<file path="src/rtl/marian_spi_pkg.sv">
// Shared SPI controller register map, sequencer state encoding and bus payload types.
package marian_spi_pkg;

   localparam int unsigned SPI_AW  = 8;
   localparam int unsigned SPI_DW  = 32;
   localparam int unsigned WORD_CW = 4;
   localparam int unsigned POLL_CW = 16;

   localparam logic [SPI_AW-1:0] SPI_REG_STATUS = 8'h00;
   localparam logic [SPI_AW-1:0] SPI_REG_CLKDIV = 8'h04;
   localparam logic [SPI_AW-1:0] SPI_REG_SPICMD = 8'h08;
   localparam logic [SPI_AW-1:0] SPI_REG_SPIADR = 8'h0C;
   localparam logic [SPI_AW-1:0] SPI_REG_SPILEN = 8'h10;
   localparam logic [SPI_AW-1:0] SPI_REG_SPIDUM = 8'h14;
   localparam logic [SPI_AW-1:0] SPI_REG_TXFIFO = 8'h20;
   localparam logic [SPI_AW-1:0] SPI_REG_RXFIFO = 8'h40;

   typedef enum logic [3:0] {
      IDLE, WR_CLKDIV, WR_ADDR, WR_LEN, WR_DUM, WR_TX, WR_CMD,
      POLL_REQ, POLL_WAIT, RX_REQ, RX_WAIT, RX_PUSH
   } seq_state_e;

   typedef struct packed {
      logic [7:0]         clkdiv;
      logic [SPI_DW-1:0]  spicmd;
      logic [SPI_DW-1:0]  addr;
      logic [SPI_DW-1:0]  len;
      logic [SPI_DW-1:0]  dummy;
      logic [WORD_CW-1:0] tx_words;
      logic [WORD_CW-1:0] rx_words;
   } spi_cmd_t;

   typedef struct packed {
      logic              req;
      logic              we;
      logic [SPI_AW-1:0] addr;
      logic [SPI_DW-1:0] wdata;
   } reg_req_t;

   // Word counts beyond the per-command limit are saturated rather than wrapped.
   function automatic logic [WORD_CW-1:0] clamp_words(input logic [WORD_CW-1:0] w,
                                                       input int unsigned max_w);
      return (32'(w) > max_w) ? WORD_CW'(max_w) : w;
   endfunction

   function automatic reg_req_t reg_wr(input logic [SPI_AW-1:0] addr, input logic [SPI_DW-1:0] data);
      return '{req: 1'b1, we: 1'b1, addr: addr, wdata: data};
   endfunction

   function automatic reg_req_t reg_rd(input logic [SPI_AW-1:0] addr);
      return '{req: 1'b1, we: 1'b0, addr: addr, wdata: '0};
   endfunction

endpackage

</file>
<file path="src/rtl/spi_cmd_sequencer.sv">
// Turns one SPI command into the register-bus write sequence, polls STATUS for
// completion and streams the RX FIFO words out.
module spi_cmd_sequencer
   import marian_spi_pkg::*;
#(
   parameter int unsigned POLL_TIMEOUT = 1024,
   parameter int unsigned MAX_WORDS    = 8
) (
   input  logic               clk_i,
   input  logic               rst_ni,
   input  logic               cmd_valid_i,
   output logic               cmd_ready_o,
   input  logic [7:0]         cmd_clkdiv_i,
   input  logic [SPI_DW-1:0]  cmd_spicmd_i,
   input  logic [SPI_DW-1:0]  cmd_addr_i,
   input  logic [SPI_DW-1:0]  cmd_len_i,
   input  logic [SPI_DW-1:0]  cmd_dummy_i,
   input  logic [WORD_CW-1:0] cmd_tx_words_i,
   input  logic [WORD_CW-1:0] cmd_rx_words_i,
   input  logic               tx_valid_i,
   output logic               tx_ready_o,
   input  logic [SPI_DW-1:0]  tx_data_i,
   output logic               rx_valid_o,
   input  logic               rx_ready_i,
   output logic [SPI_DW-1:0]  rx_data_o,
   output logic               reg_req_o,
   input  logic               reg_gnt_i,
   output logic               reg_we_o,
   output logic [SPI_AW-1:0]  reg_addr_o,
   output logic [SPI_DW-1:0]  reg_wdata_o,
   input  logic               reg_rvalid_i,
   input  logic [SPI_DW-1:0]  reg_rdata_i,
   output logic               done_o,
   output logic               err_o
);

   seq_state_e         state_q, state_d;
   spi_cmd_t           cmd_q, cmd_d;
   reg_req_t           req_q, req_d;
   logic [POLL_CW-1:0] poll_q, poll_d;
   logic [WORD_CW-1:0] tx_cnt_q, tx_cnt_d;
   logic [WORD_CW-1:0] rx_cnt_q, rx_cnt_d;
   logic [SPI_DW-1:0]  rx_data_q, rx_data_d;
   logic               cmd_ready_q, cmd_ready_d;
   logic               rx_valid_q, rx_valid_d;
   logic               done_q, done_d;
   logic               err_q, err_d;
   logic               in_tx_c;
   logic               gnt_c;

   // TX words bypass the request register so a FIFO word is written the cycle it appears.
   assign in_tx_c     = (state_q == WR_TX);
   assign reg_req_o   = in_tx_c ? tx_valid_i : req_q.req;
   assign reg_we_o    = req_q.we;
   assign reg_addr_o  = req_q.addr;
   assign reg_wdata_o = in_tx_c ? tx_data_i : req_q.wdata;
   assign tx_ready_o  = in_tx_c & reg_gnt_i;
   assign gnt_c       = reg_req_o & reg_gnt_i;

   assign cmd_ready_o = cmd_ready_q;
   assign rx_valid_o  = rx_valid_q;
   assign rx_data_o   = rx_data_q;
   assign done_o      = done_q;
   assign err_o       = err_q;

   // Next-state logic; registered outputs are decoded from the state being entered.
   always_comb begin
      state_d   = state_q;
      cmd_d     = cmd_q;
      poll_d    = poll_q;
      tx_cnt_d  = tx_cnt_q;
      rx_cnt_d  = rx_cnt_q;
      rx_data_d = rx_data_q;
      done_d    = 1'b0;
      err_d     = 1'b0;
      req_d     = '0;

      unique case (state_q)
         IDLE: begin
            if (cmd_valid_i && cmd_ready_q) begin
               cmd_d.clkdiv   = cmd_clkdiv_i;
               cmd_d.spicmd   = cmd_spicmd_i;
               cmd_d.addr     = cmd_addr_i;
               cmd_d.len      = cmd_len_i;
               cmd_d.dummy    = cmd_dummy_i;
               cmd_d.tx_words = clamp_words(cmd_tx_words_i, MAX_WORDS);
               cmd_d.rx_words = clamp_words(cmd_rx_words_i, MAX_WORDS);
               tx_cnt_d       = '0;
               rx_cnt_d       = '0;
               poll_d         = '0;
               state_d        = WR_CLKDIV;
            end
         end
         WR_CLKDIV: if (gnt_c) state_d = WR_ADDR;
         WR_ADDR:   if (gnt_c) state_d = WR_LEN;
         WR_LEN:    if (gnt_c) state_d = WR_DUM;
         WR_DUM:    if (gnt_c) state_d = (cmd_q.tx_words == '0) ? WR_CMD : WR_TX;
         WR_TX: begin
            if (gnt_c) begin
               tx_cnt_d = tx_cnt_q + WORD_CW'(1);
               if (tx_cnt_d == cmd_q.tx_words) state_d = WR_CMD;
            end
         end
         WR_CMD: begin
            if (gnt_c) begin
               poll_d  = '0;
               state_d = POLL_REQ;
            end
         end
         POLL_REQ: if (gnt_c) state_d = POLL_WAIT;
         POLL_WAIT: begin
            if (reg_rvalid_i) begin
               if (reg_rdata_i[0]) begin
                  if (cmd_q.rx_words == '0) begin
                     done_d  = 1'b1;
                     state_d = IDLE;
                  end else begin
                     state_d = RX_REQ;
                  end
               end else if ((32'(poll_q) + 32'd1) >= POLL_TIMEOUT) begin
                  err_d   = 1'b1;
                  state_d = IDLE;
               end else begin
                  poll_d  = poll_q + POLL_CW'(1);
                  state_d = POLL_REQ;
               end
            end
         end
         RX_REQ: if (gnt_c) state_d = RX_WAIT;
         RX_WAIT: begin
            if (reg_rvalid_i) begin
               rx_data_d = reg_rdata_i;
               state_d   = RX_PUSH;
            end
         end
         RX_PUSH: begin
            if (rx_ready_i) begin
               rx_cnt_d = rx_cnt_q + WORD_CW'(1);
               if (rx_cnt_d == cmd_q.rx_words) begin
                  done_d  = 1'b1;
                  state_d = IDLE;
               end else begin
                  state_d = RX_REQ;
               end
            end
         end
         default: state_d = IDLE;
      endcase

      case (state_d)
         WR_CLKDIV: req_d = reg_wr(SPI_REG_CLKDIV, {24'h0, cmd_d.clkdiv});
         WR_ADDR:   req_d = reg_wr(SPI_REG_SPIADR, cmd_d.addr);
         WR_LEN:    req_d = reg_wr(SPI_REG_SPILEN, cmd_d.len);
         WR_DUM:    req_d = reg_wr(SPI_REG_SPIDUM, cmd_d.dummy);
         WR_TX:     req_d = '{req: 1'b0, we: 1'b1, addr: SPI_REG_TXFIFO, wdata: '0};
         WR_CMD:    req_d = reg_wr(SPI_REG_SPICMD, cmd_d.spicmd);
         POLL_REQ:  req_d = reg_rd(SPI_REG_STATUS);
         RX_REQ:    req_d = reg_rd(SPI_REG_RXFIFO);
         default:   req_d = '0;
      endcase

      cmd_ready_d = (state_d == IDLE);
      rx_valid_d  = (state_d == RX_PUSH);
   end

   always_ff @(posedge clk_i or negedge rst_ni) begin
      if (!rst_ni) begin
         state_q     <= IDLE;
         cmd_q       <= '0;
         req_q       <= '0;
         poll_q      <= '0;
         tx_cnt_q    <= '0;
         rx_cnt_q    <= '0;
         rx_data_q   <= '0;
         cmd_ready_q <= 1'b1;
         rx_valid_q  <= 1'b0;
         done_q      <= 1'b0;
         err_q       <= 1'b0;
      end else begin
         state_q     <= state_d;
         cmd_q       <= cmd_d;
         req_q       <= req_d;
         poll_q      <= poll_d;
         tx_cnt_q    <= tx_cnt_d;
         rx_cnt_q    <= rx_cnt_d;
         rx_data_q   <= rx_data_d;
         cmd_ready_q <= cmd_ready_d;
         rx_valid_q  <= rx_valid_d;
         done_q      <= done_d;
         err_q       <= err_d;
      end
   end

endmodule

</file>
<file path="config.mk">
export PLATFORM = sky130hd
export DESIGN_NAME = spi_cmd_sequencer
export DESIGN_NICKNAME = d
export VERILOG_FILES = /design/src/rtl/marian_spi_pkg.sv /design/src/rtl/spi_cmd_sequencer.sv
export SDC_FILE = /design/constraint.sdc
export NUM_CORES = 1
export LEC_CHECK = 0
export CAP_MARGIN = 10
export CORE_MARGIN = 3
export CORE_UTILIZATION = 45
export DETAILED_ROUTE_END_ITERATION = 8
export DONT_BUFFER_PORTS = 1
export PLACE_DENSITY = 0.69
export SYNTH_ARGS = -nofsm -noshare
export SYNTH_HDL_FRONTEND = slang
export SYNTH_SLANG_ARGS = --single-unit
</file>
<file path="constraint.sdc">
create_clock -name clk_i -period 3.8 [get_ports clk_i]
set_clock_uncertainty 0.05 [all_clocks]
set_input_delay 0.76 -clock clk_i [delete_from_list [all_inputs] [get_ports clk_i]]
set_output_delay 0.76 -clock clk_i [all_outputs]
set_load 0.02 [all_outputs]
</file>
==> results.py <==
metrics = {
    "pwr": {
        "p_sw_mw": 3.594,
        "leakagePower_nw": 6.060,
        "design_internal_power_mw": 6.273,
        "power.share.combinational_pct": 30.6,
        "power-per-cell-area_nw_per_um2": 816.5,
        "clock_power_share_pct": 25.9,
        "seq_power_share_pct": 43.4,
        "swShare_pct": 36.42,
        "peakVddDrop_mv": 0.4503,
        "design_power_total_mw": 9.867,
    },
    "critical_path": {
        "timing.critical_path.buf_inv": 1,
        "crit_cells": 3,
        "critical-path-slowest-cell": "dfrtp_1",
        "critPathKind": "flip-flop to output port",
        "slowest_delay_ps": 660,
        "arrival_ps": 2270,
        "critical_path_peak_fanout": 20,
        "rr_worst_depth": 8,
        "critPathLaunchType": "flip-flop",
        "path_cells": "and4bb_2, buf_4, mux2_2",
        "worst_path_required_time_ps": 2990,
        "critical_path.top_delay_family": "flip-flops",
        "endpoint_kind": "output port",
    },
    "synthesis": {
        "ys_async_sr_fraction_pct": 100.0,
        "synth_top_cell_area_share_pct": 56.25,
        "ys_ff_latch": 247,
        "synthXorXnorAreaFrac_pct": 1.818,
        "post_synthesis_instance_area_sq_um": 10940,
        "synth.area.mux_share_pct": 6.688,
        "synthFlopType": "dfrtp_1",
        "synth_compound_area_share_pct": 6.517,
        "avgSynthCellArea_sq_um": 9.609,
        "synthDominantAreaCellType": "dfrtp_1",
        "synthCells": 1139,
        "synth-seq-area-share_pct": 56.49,
        "synth-edff-count": 0,
        "ys_types": 66,
        "synth_top_family_by_area": "simple AND/OR/NAND/NOR gates",
        "synth_simple_gate_area_share_pct": 25.00,
        "yosysWarningCount": 0,
        "synth_adder_area_share_pct": 0.4573,
        "yosys-top-cells-area": "dfrtp_1 (56%), nand2_1 (18%), mux2_2 (6.7%)",
    },
    "sta": {
        "max_freq_mhz": 324.7,
        "period_minus_slack_ps": 3080,
        "timing_worst_slew_pin_value_ps": 698.2,
        "finalHoldViolations": 246,
        "setup_total_negative_slack_ps": 0,
        "setup-violations-final": 0,
        "final_critical_path_setup_slack_ps": 719.9,
        "slew_headroom_pct": 53.46,
        "grt_setup_unrepaired": "false",
        "maxSlewViolCount": 0,
        "post_route_fraction_of_the_period_consumed_by_the_critical_path_pct": 81.06,
        "timing.hold.ws_ps": -101.9,
    },
    "floorplanning": {
        "die_w_um": 162.0,
        "start_util_pct": 46.21,
        "die_ht_um": 162.0,
        "fp.dieArea_sq_um": 26230,
        "pin_count": 294,
        "placeableCoreArea_sq_um": 23680,
        "fp-row-count": 56,
    },
    "final_layout": {
        "multi_input_area_sq_um": 4452,
        "finalNetCount": 1335,
        "layout.filler_cells": 2211,
        "post_route_cells_drive_above_1_share_pct": 12.33,
        "area.sequential_sq_um": 6182,
        "finish.instance_area_sq_um": 12080,
        "antenna_cells": 0,
        "layout-area-overhead-vs-synth_pct": 10.42,
    },
    "global_routing": {
        "number_of_antenna_violations_at_the_first_check_in_global_routing": 0,
        "first_pass_grt_wire_length_mm": 41.74,
        "overflow": 0,
        "grt_pass1_vias": 7745,
        "grt_max_degree": 248,
        "grt_use_total_pct": 19.71,
    },
    "clocking": {
        "cts-root-buf": "clkbuf_16",
        "cts-resized-gates": 0,
        "clk_pin_slew_worst_paths_ps": 60,
        "cts_inserted_buffers": 26,
        "clk-insertion-delay-late_ps": 520,
        "cts_sinks": 247,
        "h_tree_levels": 1,
        "clk_path_buf_depth": 3,
        "setup_bufs_post_cts": 0,
        "cts_tree": "done",
    },
    "outcome": {
        "outcome": "finished with violations",
        "violations": "hold timing",
    },
    "place": {
        "postPlaceCellArea_sq_um": 11200,
        "detailed_place_hpwl_mm": 17.92,
        "io_buffer_count": 0,
        "pre_cts_slack_ps": 727.3,
        "routabilityCongestion": 0.8426,
    },
    "run": {
        "max_cap_viol_count": 0,
    },
    "detailed_routing": {
        "drt_drc_violations_left": 0,
        "drtPass1Iterations": 5,
        "routed-via-count": 7693,
        "wirelength_mm": 26.40,
        "detail_route.vias_per_cell": 5.291,
        "average_detailed_routed_wire_length_per_instance_um": 18.15,
        "final_antenna_net_count": 0,
        "drtIter0Drc": 427,
    },
    "min_path": {
        "holdCritPathClass": "input port to async pin",
    },
}
-- final cells by class --
cell class	count	area share, %
Inverter	4	0.1242
Multi-Input combinational cell	823	36.84
Clock buffer	39	6.461
Timing Repair Buffer	14	1.284
Sequential cell	247	51.16
Tap cell	319	3.303
Clock inverter	8	0.8283
-- flip-flops by register name (all words and copies together) (netlist names) --
register	count
tx_cnt_q	4
cmd_q	144
err_o	1
reg_we_o	1
rx_cnt_q	4
done_o	1
rx_data_o	32
poll_q	16
reg_addr_o	5
state_q	4
rx_valid_o	1
req_q	33
cmd_ready_o	1
-- per-stage QoR --
step | hold WS, ps | cells | utilization (%)
floorplan | 389.4 | 1141 | -
global placement | 402.1 | 1407 | 47.31
detailed placement | 407.9 | 1407 | 47.31
CTS | -135.2 | 1454 | 51.02
global route | -153.6 | 1454 | 51.02
finish | -101.9 | 1454 | 51.02
-- layout by cell type, fill, tap and decap left out, drive strengths merged, types with 3 or more instances in the layout --
cell	netlist	final
nand2	514	514
dfrtp	246	246
nor2	25	25
nand2b	3	3
xor2	8	8
o21ai	15	15
or3	8	8
buf	32	14
nand3b	7	7
a22o	9	9
clkinv	1	6
nor3	6	6
ha	4	4
a22oi	14	14
or2	4	4
and2	9	9
nand4	5	5
a221oi	18	18
and3	4	4
clkbuf	35	39
o41ai	4	4
nand4b	3	3
nand3	26	26
mux2	65	65
xnor2	12	12
conb	1	3
a21oi	16	16
nor4	12	12
inv	3	3
-- power by group through the flow --
stage          clock [mW]  combinational, mW  sequential [mW]
3_5_place_dp            0               3.05             4.33
6_report             2.56               3.02             4.28
5_1_grt              2.76               3.40             4.38
4_1_cts              2.63               3.06             4.29
2_1_floorplan           0               2.48             4.11
3_3_place_gp            0               2.98             4.30
-- final timing paths --
path | endpoint | slack (ps) | from
worst max-delay path | reg_wdata_o[25] | 720 | state_q[0]
worst min-delay path | cmd_q[134] | -100 | rst_ni
worst max register to register | req_q[1] | 760 | state_q[0]
worst min register to register | cmd_q[70] | 420 | cmd_q[70]
max in group asynchronous | cmd_q[135] | 3480 | rst_ni
min in group clk_i | cmd_q[7] | 300 | cmd_tx_words_i[3]
-- cells by family (layout without fill, tap and decap cells) --
logic type / Yosys count / in the layout
compound gates: 93 / 93
xor+xnor: 21 / 21
fa+ha+maj: 4 / 4
buf+inv: 71 / 65
flops: 247 / 247
mux: 65 / 65
other cells: 1 / 3
simple gates: 637 / 637
-- metal layers --
metal / up-vias / GRT usage (%) / part of all wire, %
met5: - / 0 / 0
met4: 0 / 3.994 / 1.8
met3: 31 / 4.591 / 6.6
met2: 234 / 32.25 / 48
met1: 3726 / 27.20 / 43
li1: 3702 / - / -
-- synthesized netlist by cell type (3+ instances only) --
cell      number
nor3_1         6
inv_1          3
nand3b_1       7
nor2_1        24
a221oi_1      18
buf_4         10
a21oi_1       16
a22oi_1       14
mux2_2        65
ha_1           4
dfrtp_1      246
or3_1          8
nand2_1      514
nand4_1        4
and2_1         9
xor2_1         8
a22o_1         9
xnor2_1       12
nand2b_1       3
buf_2         13
and3_1         4
clkbuf_1      35
nand3_1       25
o21ai_0       14
buf_1          8
nor4_1         8
Power figures use the tool's default switching activity.
